File: config.mk
export PLATFORM = sky130hd
export DESIGN_NAME = alu_sequencer
export DESIGN_NICKNAME = d
export VERILOG_FILES = /design/src/rtl/alu_seq_pkg.sv /design/src/rtl/alu_seq_regfile.sv /design/src/rtl/alu_sequencer.sv
export SDC_FILE = /design/constraint.sdc
export NUM_CORES = 1
export LEC_CHECK = 0
export BUFFER_PORTS_ARGS = -buffer_cell sky130_fd_sc_hd__buf_2
export CORE_ASPECT_RATIO = 0.75
export CORE_MARGIN = 10
export CORE_UTILIZATION = 50
export CTS_CLUSTER_DIAMETER = 200
export DETAILED_ROUTE_END_ITERATION = 7
export PLACE_DENSITY = 0.76
export SYNTH_ARGS = -nofsm -noshare
export SYNTH_HDL_FRONTEND = slang
export SYNTH_HIERARCHICAL = 1
export SYNTH_SLANG_ARGS = --single-unit
File: constraint.sdc
create_clock -name clk -period 2.52 [get_ports clk]
set_clock_uncertainty 0.2 [all_clocks]
set_input_delay 0.504 -clock clk [delete_from_list [all_inputs] [get_ports clk]]
set_output_delay 0.504 -clock clk [all_outputs]
set_load 0.005 [all_outputs]
File: src/rtl/alu_seq_pkg.sv
// rtl/alu_seq_pkg.sv - shared constants, encodings and helpers for the ALU sequencer
package alu_seq_pkg;

  localparam int OP_W    = 3;
  localparam int REG_W   = 2;
  localparam int DATA_W  = 4;
  localparam int INSTR_W = 11;
  localparam int NREGS   = 4;
  localparam int CNT_W   = 8;

  localparam int OP_LSB  = 8;
  localparam int RD_LSB  = 6;
  localparam int RS_LSB  = 4;
  localparam int IMM_LSB = 0;
  localparam int RT_LSB  = 0;

  typedef enum logic [OP_W-1:0] {
    OP_ADD = 3'd0,
    OP_SUB = 3'd1,
    OP_LSH = 3'd2,
    OP_RSH = 3'd3,
    OP_AND = 3'd4,
    OP_OR  = 3'd5,
    OP_XOR = 3'd6,
    OP_LDI = 3'd7
  } op_t;

  typedef enum logic [1:0] {
    ST_IDLE = 2'd0,
    ST_EXEC = 2'd1,
    ST_WB   = 2'd2
  } state_t;

  localparam int STB_ADD = 0;
  localparam int STB_SUB = 1;
  localparam int STB_LSH = 2;
  localparam int STB_RSH = 3;
  localparam int STB_AND = 4;
  localparam int STB_OR  = 5;
  localparam int STB_XOR = 6;
  localparam int NSTB    = 7;

  function automatic logic is_shift(input op_t op);
    return (op == OP_LSH) || (op == OP_RSH);
  endfunction

  function automatic logic [NSTB-1:0] strobe_of(input op_t op);
    logic [NSTB-1:0] s;
    s = '0;
    case (op)
      OP_ADD:  s[STB_ADD] = 1'b1;
      OP_SUB:  s[STB_SUB] = 1'b1;
      OP_LSH:  s[STB_LSH] = 1'b1;
      OP_RSH:  s[STB_RSH] = 1'b1;
      OP_AND:  s[STB_AND] = 1'b1;
      OP_OR:   s[STB_OR]  = 1'b1;
      OP_XOR:  s[STB_XOR] = 1'b1;
      default: s = '0;
    endcase
    return s;
  endfunction

endpackage

File: src/rtl/alu_seq_regfile.sv
// rtl/alu_seq_regfile.sv - 4x4 register file, two combinational reads, one synchronous write
module alu_seq_regfile
  import alu_seq_pkg::*;
(
  input  logic              clk,
  input  logic              reset,
  input  logic              we,
  input  logic [REG_W-1:0]  wa,
  input  logic [DATA_W-1:0] wd,
  input  logic [REG_W-1:0]  ra1,
  input  logic [REG_W-1:0]  ra2,
  output logic [DATA_W-1:0] rd1,
  output logic [DATA_W-1:0] rd2
);

  logic [DATA_W-1:0] mem [NREGS];

  always_ff @(posedge clk) begin
    if (!reset) begin
      for (int i = 0; i < NREGS; i++) mem[i] <= '0;
    end else if (we) begin
      mem[wa] <= wd;
    end
  end

  assign rd1 = mem[ra1];
  assign rd2 = mem[ra2];

endmodule

File: src/rtl/alu_sequencer.sv
// rtl/alu_sequencer.sv - instruction sequencer driving the 4-bit ALU control interface
// Optional sticky overflow flag enabled by defining ALU_SEQ_STICKY_OVF_EN.
module alu_sequencer
  import alu_seq_pkg::*;
#(
  parameter int ALU_LATENCY   = 1,
  parameter int SHIFT_LATENCY = 2
) (
  input  logic               clk,
  input  logic               reset,
  input  logic               instr_valid,
  output logic               instr_ready,
  input  logic [INSTR_W-1:0] instr,
  output logic               res_valid,
  input  logic               res_ready,
  output logic [DATA_W-1:0]  res_data,
  output logic               res_ovf,
  output logic [REG_W-1:0]   res_rd,
  output logic               alu_add,
  output logic               alu_sub,
  output logic               alu_lsh,
  output logic               alu_rsh,
  output logic               alu_and,
  output logic               alu_or,
  output logic               alu_xor,
  output logic               alu_shift_load,
  output logic [DATA_W-1:0]  alu_in1,
  output logic [DATA_W-1:0]  alu_in2,
  input  logic [DATA_W-1:0]  alu_out,
  input  logic               alu_overflow,
  input  logic               ovf_clear,
  output logic               ovf_sticky
);

  state_t            state, state_next;
  op_t               op_q;
  logic [REG_W-1:0]  rd_q;
  logic [CNT_W-1:0]  cnt;
  logic              first_q, ready_en;
  logic              accept, done;
  logic [NSTB-1:0]   strobe;
  logic [DATA_W-1:0] rf_rd1, rf_rd2, wr_data;
  logic [REG_W-1:0]  wr_addr;
  logic              wr_en;

  op_t               in_op;
  logic [REG_W-1:0]  in_rd, in_rs, in_rt;
  logic [DATA_W-1:0] in_imm;

  assign in_op  = op_t'(instr[OP_LSB +: OP_W]);
  assign in_rd  = instr[RD_LSB +: REG_W];
  assign in_rs  = instr[RS_LSB +: REG_W];
  assign in_rt  = instr[RT_LSB +: REG_W];
  assign in_imm = instr[IMM_LSB +: DATA_W];

  always_ff @(posedge clk) begin
    if (!reset) state <= ST_IDLE;
    else        state <= state_next;
  end

  // ready_en keeps instr_ready low on the cycle reset is released
  always_comb begin
    state_next     = state;
    instr_ready    = 1'b0;
    res_valid      = 1'b0;
    strobe         = '0;
    alu_shift_load = 1'b0;
    accept         = 1'b0;
    done           = 1'b0;
    case (state)
      ST_IDLE: begin
        instr_ready = ready_en;
        if (ready_en && instr_valid) begin
          accept     = 1'b1;
          state_next = (in_op == OP_LDI) ? ST_WB : ST_EXEC;
        end
      end
      ST_EXEC: begin
        strobe         = strobe_of(op_q);
        alu_shift_load = first_q && is_shift(op_q);
        if (cnt == '0) begin
          done       = 1'b1;
          state_next = ST_WB;
        end
      end
      ST_WB: begin
        res_valid = 1'b1;
        if (res_ready) state_next = ST_IDLE;
      end
      default: state_next = ST_IDLE;
    endcase
  end

  assign alu_add = strobe[STB_ADD];
  assign alu_sub = strobe[STB_SUB];
  assign alu_lsh = strobe[STB_LSH];
  assign alu_rsh = strobe[STB_RSH];
  assign alu_and = strobe[STB_AND];
  assign alu_or  = strobe[STB_OR];
  assign alu_xor = strobe[STB_XOR];

  always_ff @(posedge clk) begin
    if (!reset) begin
      ready_en <= 1'b0;
      op_q     <= OP_ADD;
      rd_q     <= '0;
      cnt      <= '0;
      first_q  <= 1'b0;
      alu_in1  <= '0;
      alu_in2  <= '0;
      res_data <= '0;
      res_ovf  <= 1'b0;
      res_rd   <= '0;
    end else begin
      ready_en <= 1'b1;
      if (accept) begin
        op_q    <= in_op;
        rd_q    <= in_rd;
        first_q <= 1'b1;
        cnt     <= is_shift(in_op) ? CNT_W'(SHIFT_LATENCY) : CNT_W'(ALU_LATENCY);
        if (in_op == OP_LDI) begin
          res_data <= in_imm;
          res_ovf  <= 1'b0;
          res_rd   <= in_rd;
        end else begin
          alu_in1 <= rf_rd1;
          alu_in2 <= rf_rd2;
        end
      end
      if (state == ST_EXEC) begin
        first_q <= 1'b0;
        if (cnt != '0) cnt <= cnt - 1'b1;
      end
      if (done) begin
        res_data <= alu_out;
        res_ovf  <= alu_overflow;
        res_rd   <= rd_q;
      end
    end
  end

  // Write-back happens on the same edge that captures the result
  assign wr_en   = done || (accept && (in_op == OP_LDI));
  assign wr_addr = done ? rd_q : in_rd;
  assign wr_data = done ? alu_out : in_imm;

  alu_seq_regfile u_regfile (
    .clk   (clk),
    .reset (reset),
    .we    (wr_en),
    .wa    (wr_addr),
    .wd    (wr_data),
    .ra1   (in_rs),
    .ra2   (in_rt),
    .rd1   (rf_rd1),
    .rd2   (rf_rd2)
  );

`ifdef ALU_SEQ_STICKY_OVF_EN
  logic sticky;
  always_ff @(posedge clk) begin
    if (!reset)                    sticky <= 1'b0;
    else if (done && alu_overflow) sticky <= 1'b1;
    else if (ovf_clear)            sticky <= 1'b0;
  end
  assign ovf_sticky = sticky;
`else
  logic unused_ovf_clear;
  assign unused_ovf_clear = ovf_clear;
  assign ovf_sticky       = 1'b0;
`endif

endmodule

==> flow_summary_export.csv, run 1 <==
group,metric,value,unit
run_status,status,"finished clean",
cells_and_area,area_delta_synth_final,17.1,%
cells_and_area,seq_area,1120,µm²
synthesis,yosysUniqueCellTypes,48,
global_routing,antenna_found_initial,0,
synthesis,synth_nets,265,
floorplanning,initial_core_util,51.5,%
clocking,clk-insertion-delay-late,300,ps
cells_and_area,fin_nets,317,
timing,finalHoldViolCount,0,
timing,rsz0062_at_grt,"no",
synthesis,ys_seq_area_share,44.7,%
drt,drtPass1Iterations,4,
placement,portBuffers,44,
run,cap_violations,0,
clocking,numCtsBuffers,5,
floorplanning,row_count,22,
placement,postPlaceCellArea,2850,µm²
clocking,cts_setup_buffers,0,
worst_setup_path,required,2340,ps
synthesis,synth_seq_cells,48,
timing,min_period,2320,ps
global_routing,grt_pass1_vias,1853,
clocking,cts_tree,"done",
cells_and_area,drive_above_1_share,26.1,%
timing,relSlewSlack,65.7,%
floorplanning,io_pins,47,
timing,final.period_utilization,92.0,%
drt,drc,0,
timing,finalSetupTns,0,ps
power_and_ir_drop,power_density,611,nW/µm²
synthesis,synthFlopType,"dfxtp_1",
synthesis,async_reset_ff_share,0,%
power_and_ir_drop,power_leakage,1.29,nW
worst_setup_path,crit_fanout,7,
clocking,cts_root_buffer,"clkbuf_8",
cells_and_area,num-fill-cells,410,
global_routing,gr-usage-all-layers,13.9,%
synthesis,yosys_warnings,6,
cells_and_area,num_antenna_cells,0,
floorplanning,coreArea,4870,µm²
timing,tightestPinTransition,509,ps
worst_setup_path,worstSetupPathType,"flip-flop to flip-flop",
clocking,cts_buffer_depth,2,
global_routing,grt_pass1_wl,9100,µm
timing,max_clock_freq,431,MHz
global_routing,overflow,0,
synthesis,synth_area,2510,µm²
worst_setup_path,cp-end-kind,"flip-flop",
drt,first_iter_violations,106,
synthesis,synth_edf_count,16,
synthesis,synth_cells,242,
clocking,clk_pin_slew_worst_paths,80,ps
drt,via_per_inst,5.57,
floorplanning,floorplan.die_area,8280,µm²
power_and_ir_drop,ir_worst_vdd,311,µV
placement,dp.final_hpwl,4430,µm
global_routing,grt_start_max_net_pins,21,
clocking,cts.sinks,48,
clocking,hold_buffers,0,
floorplanning,fp.dieH,81.3,µm
timing,drv_slew,0,
worst_setup_path,start_kind,"flip-flop",
placement,gp_congestion,0.816,
drt,vias,1976,
drt,routed_wl,5670,µm
worst_hold_path,hp-class,"input pin to flip-flop",
timing,setup_violations,0,
cells_and_area,multi_input_area,1300,µm²
worst_hold_path,hold_depth,3,
worst_setup_path,arrival,2140,ps
clocking,htree_levels,2,
synthesis,syn_avg_cell_area,10.4,µm²
drt,antenna_left,0,
drt,wl_per_cell,16.0,µm
cells_and_area,design_area,2940,µm²
floorplanning,die_w,102,µm
worst_setup_path,worst-r2r-cell-count,7,
## cells in the mapped netlist, types with 6 or more instances
master	instances	share of area [%]
nand2_1	33	4.9
dfxtp_1	32	26
edfxtp_1	16	19
and2_1	13	3.2
o21ai_0	10	2.0
and3_1	9	2.2
mux2i_1	9	3.6
nor2_1	9	1.3
nor2b_1	9	2.2
mux4_1	8	8.4
inv_1	7	1.0
a21boi_0	6	1.8
a31oi_1	6	1.5
clkbuf_1	6	0.90
mux2_2	6	2.7
## power breakdown
group	internal [mW]	leakage [nW]	switching (mW)
Clock	0.195	0.0422	0.244
Sequential	0.867	0.427	0.0535
Combinational	0.216	0.823	0.218
Total	1.28	1.29	0.516
## cell type report
class                   instances  share of cell area, %
clock inverters                 1                  0.171
well taps                      60                   2.56
inverters                       7                  0.895
flip-flops and latches         48                   38.2
repair buffers                 59                   11.3
multi-input cells             173                   44.2
clock buffers                   7                   2.60
## routing by layer
metal,track usage (%),part of all wire (%)
met4,4.27,0.90
met1,18.4,47
met5,0,0
met3,4.24,7.4
met2,21.2,44
## worst max-delay path, cell delays in order, from the launching register on
cell     delay (ps)
dfxtp_1         340
inv_1           100
ha_1            160
nor4b_2         240
nand3_1         210
mux2_2          380
o31ai_1         240
buf_4           170
## state kept, by name (all words and copies together), names as in the netlist, 2 cells and up
register	flops
alu_in2	4
op_q	3
res_data	4
res_rd	2
rd_q	2
state	2
cnt	8
alu_in1	4
u_regfile/mem	16
## placed cells by master (no fill, tap or decap), types with 6 or more instances in the layout
cell and n:
and2_1 13, a21boi_0 6, o21ai_0 10, buf_4 15, a31oi_1 6, edfxtp_1 16
dfxtp_1 32, inv_1 7, nand2_1 33, nor2b_1 9, and3_1 9, nor2_1 9
buf_2 44, mux2i_1 9, mux4_1 8, mux2_2 6
## per-stage QoR
step | std cells | worst slack [ps] | hold WS (ps) | util (%) | total power, mW
floorplan | 242 | 7.22 | 251 | - | 1.22
global placement | 347 | 112 | 259 | 58.4 | 1.35
detailed placement | 347 | 87.8 | 268 | 58.4 | 1.36
CTS | 355 | 70.5 | 256 | 60.1 | 1.80
global route | 355 | 13.1 | 280 | 60.2 | 1.88
finish | 355 | 200 | 259 | 60.2 | 1.79
## logic make-up after synthesis
group                    share of synthesized area [%]
multiplexers                                      14.7
other                                            0.150
XOR/XNOR                                         0.699
buffers and inverters                             3.74
AO/OA/AOI/OAI                                     11.5
AND/OR/NAND/NOR                                   23.5
adder cells (fa/ha/maj)                          0.998
flip-flops                                        44.7
## what timing repair did
item | 4_1_cts | 5_1_grt
hold endpoints to repair | 0 | 0
gates resized for setup | 0 | 1
endpoints found under the setup margin | 0 | 32
## path summary, 6_finish.rpt
check | slack (ps) | endpoint | start
worst max register to register | 200 | u_regfile/mem[0][1] | cnt[1]
worst min-delay path | 260 | op_q[0] | instr[8]
worst min register to register | 280 | res_data[2] | res_data[2]
worst max-delay path | 200 | u_regfile/mem[0][1] | cnt[1]
Note: power is estimated with default switching activity, not from simulation.
==> run 2, diff against run 1 <==
--- a/config.mk
+++ b/config.mk
@@ -11,7 +11,7 @@
 export CORE_UTILIZATION = 50
 export CTS_CLUSTER_DIAMETER = 200
 export DETAILED_ROUTE_END_ITERATION = 7
-export PLACE_DENSITY = 0.76
+export PLACE_DENSITY_LB_ADDON = 0.2
 export SYNTH_ARGS = -nofsm -noshare
 export SYNTH_HDL_FRONTEND = slang
 export SYNTH_HIERARCHICAL = 1
==> run 2 against run 1 <==
Clock-buffer cell count unchanged. Design area unchanged. Sequential share of layout area unchanged. Critical path depth unchanged. First-iteration DRC count increased by 49%. Critical path type unchanged.
==> flow_summary_export.csv, run 2 (synthesized netlist as in run 1, its figures left out) <==
group,metric,value,unit
run_status,status,"finished clean",
cells_and_area,design_area,2940,µm²
floorplanning,floorplan.die_area,8280,µm²
placement,postPlaceCellArea,2850,µm²
floorplanning,io_pins,47,
worst_setup_path,crit_fanout,7,
worst_setup_path,arrival,2180,ps
worst_setup_path,crit_buf_inv,2,
cells_and_area,fin_nets,317,
timing,min_period,2360,ps
clocking,clk-insertion-delay-late,300,ps
drt,wl_met3,377,µm
power_and_ir_drop,ir_worst_vdd,322,µV
floorplanning,die_w,102,µm
clocking,cts.sinks,48,
cells_and_area,largest_reg_flops,16,
timing,setup_ws,156,ps
cells_and_area,area_delta_synth_final,17.1,%
worst_setup_path,cp-end-kind,"flip-flop",
power_and_ir_drop,power_leakage,1.29,nW
run,cap_violations,0,
drt,first_iter_violations,158,
worst_setup_path,slowest_stage,"mux2_2",
timing,hold_slack,263,ps
cells_and_area,fin_cells,355,
floorplanning,row_count,22,
placement,portBuffers,44,
timing,max_clock_freq,423,MHz
drt,via_per_inst,5.49,
clocking,cts_setup_buffers,0,
worst_setup_path,start_kind,"flip-flop",
worst_hold_path,hp-class,"input pin to flip-flop",
timing,finalHoldViolCount,0,
worst_setup_path,required,2340,ps
drt,drc,0,
global_routing,gr-usage-all-layers,13.7,%
global_routing,overflow,0,
cells_and_area,num_antenna_cells,0,
cells_and_area,mostFrequentLayoutCells,"buf_2, nand2_1, dfxtp_1",
timing,tightestPinTransition,589,ps
cells_and_area,final_common_cell,"buf_2",
placement,dp.final_hpwl,4270,µm
global_routing,grt_pass1_vias,1764,
drt,antenna_left,0,
cells_and_area,utilization,60.2,%
cells_and_area,reg_top3,"u_regfile/mem: 16 flops, cnt: 8 flops",
clocking,cts_root_buffer,"clkbuf_8",
worst_setup_path,worstSetupPathType,"flip-flop to flip-flop",
cells_and_area,drive_above_1_share,26.1,%
floorplanning,initial_core_util,51.5,%
placement,gp_congestion,0.798,
drt,met1_length,2860,µm
clocking,htree_levels,2,
global_routing,antenna_found_initial,0,
cells_and_area,top_register,"u_regfile/mem",
clocking,clk_pin_slew_worst_paths,90,ps
drt,met2_length,2390,µm
power_and_ir_drop,power_density,611,nW/µm²
clocking,numCtsBuffers,5,
power_and_ir_drop,p_total,1.79,mW
clocking,cts_tree,"done",
timing,drv_slew,0,
timing,final.period_utilization,93.8,%
drt,drtPass1Iterations,4,
timing,finalSetupTns,0,ps
global_routing,grt_start_max_net_pins,24,
drt,wl_per_cell,16.0,µm
global_routing,grt_pass1_wl,8980,µm
worst_setup_path,crit_family,"simple AND/OR/NAND/NOR gates",
drt,top_layer,"met4",
placement,dp_slack,55.0,ps
worst_setup_path,cp_cell_sequence,"inv_1 -> ha_1 -> nor4b_2 -> nand3_1 -> mux2_2 -> o31ai_1 -> buf_4",
timing,setup_violations,0,
drt,vias,1950,
floorplanning,coreArea,4870,µm²
floorplanning,fp.dieH,81.3,µm
clocking,cts_buffer_depth,2,
timing,rsz0062_at_grt,"no",
placement,placedCellCount,347,
drt,routed_wl,5680,µm
worst_setup_path,slowest_delay,380,ps
timing,relSlewSlack,60.3,%
run 2: cell counts in the layout (fill, tap and decap cells not counted):
Identical to the previous run, type by type.
run 2: layer usage:
layer  vias to the layer above  GRT usage (%)
li1                        994              -
met1                       902           19.8
met2                        47           18.8
met3                         7           4.33
met4                         0           3.99
met5                         -              0
run 2: worst paths after layout:
| path | startpoint | endpoint | slack, ps | cells past startpoint |
|---|---|---|---|---|
| worst max register to register | cnt[1] | u_regfile/mem[0][0] | 160 | 7 |
| worst min register to register | res_rd[1] | res_rd[1] | 270 | 2 |
| worst max-delay path | cnt[1] | u_regfile/mem[0][0] | 160 | 7 |
| worst min-delay path | instr[3] | res_data[3] | 260 | 3 |
run 2: power breakdown:
part,internal [mW],switching (mW)
clock network,0.195,0.249
registers,0.867,0.0514
logic,0.215,0.216
run 2: timing repair:
action                                 CTS  global route
endpoints found under the hold margin    0             0
gates resized for setup                  0             1
setup endpoints to repair                0            28
hold buffers                             0             0
run 2: cell type report:
cell class | instances | area [µm²]
Sequential cell | 48 | 1120
Inverter | 7 | 26.3
Fill cell | 420 | 1940
Tap cell | 60 | 75.1
Multi-Input combinational cell | 173 | 1300
Clock inverter | 1 | 5.00
Clock buffer | 7 | 76.3
Timing Repair Buffer | 59 | 333
run 2: worst min-delay path: stages:
cell and delay [ps]:
buf_2 110, nand2_1 50, a31oi_1 70
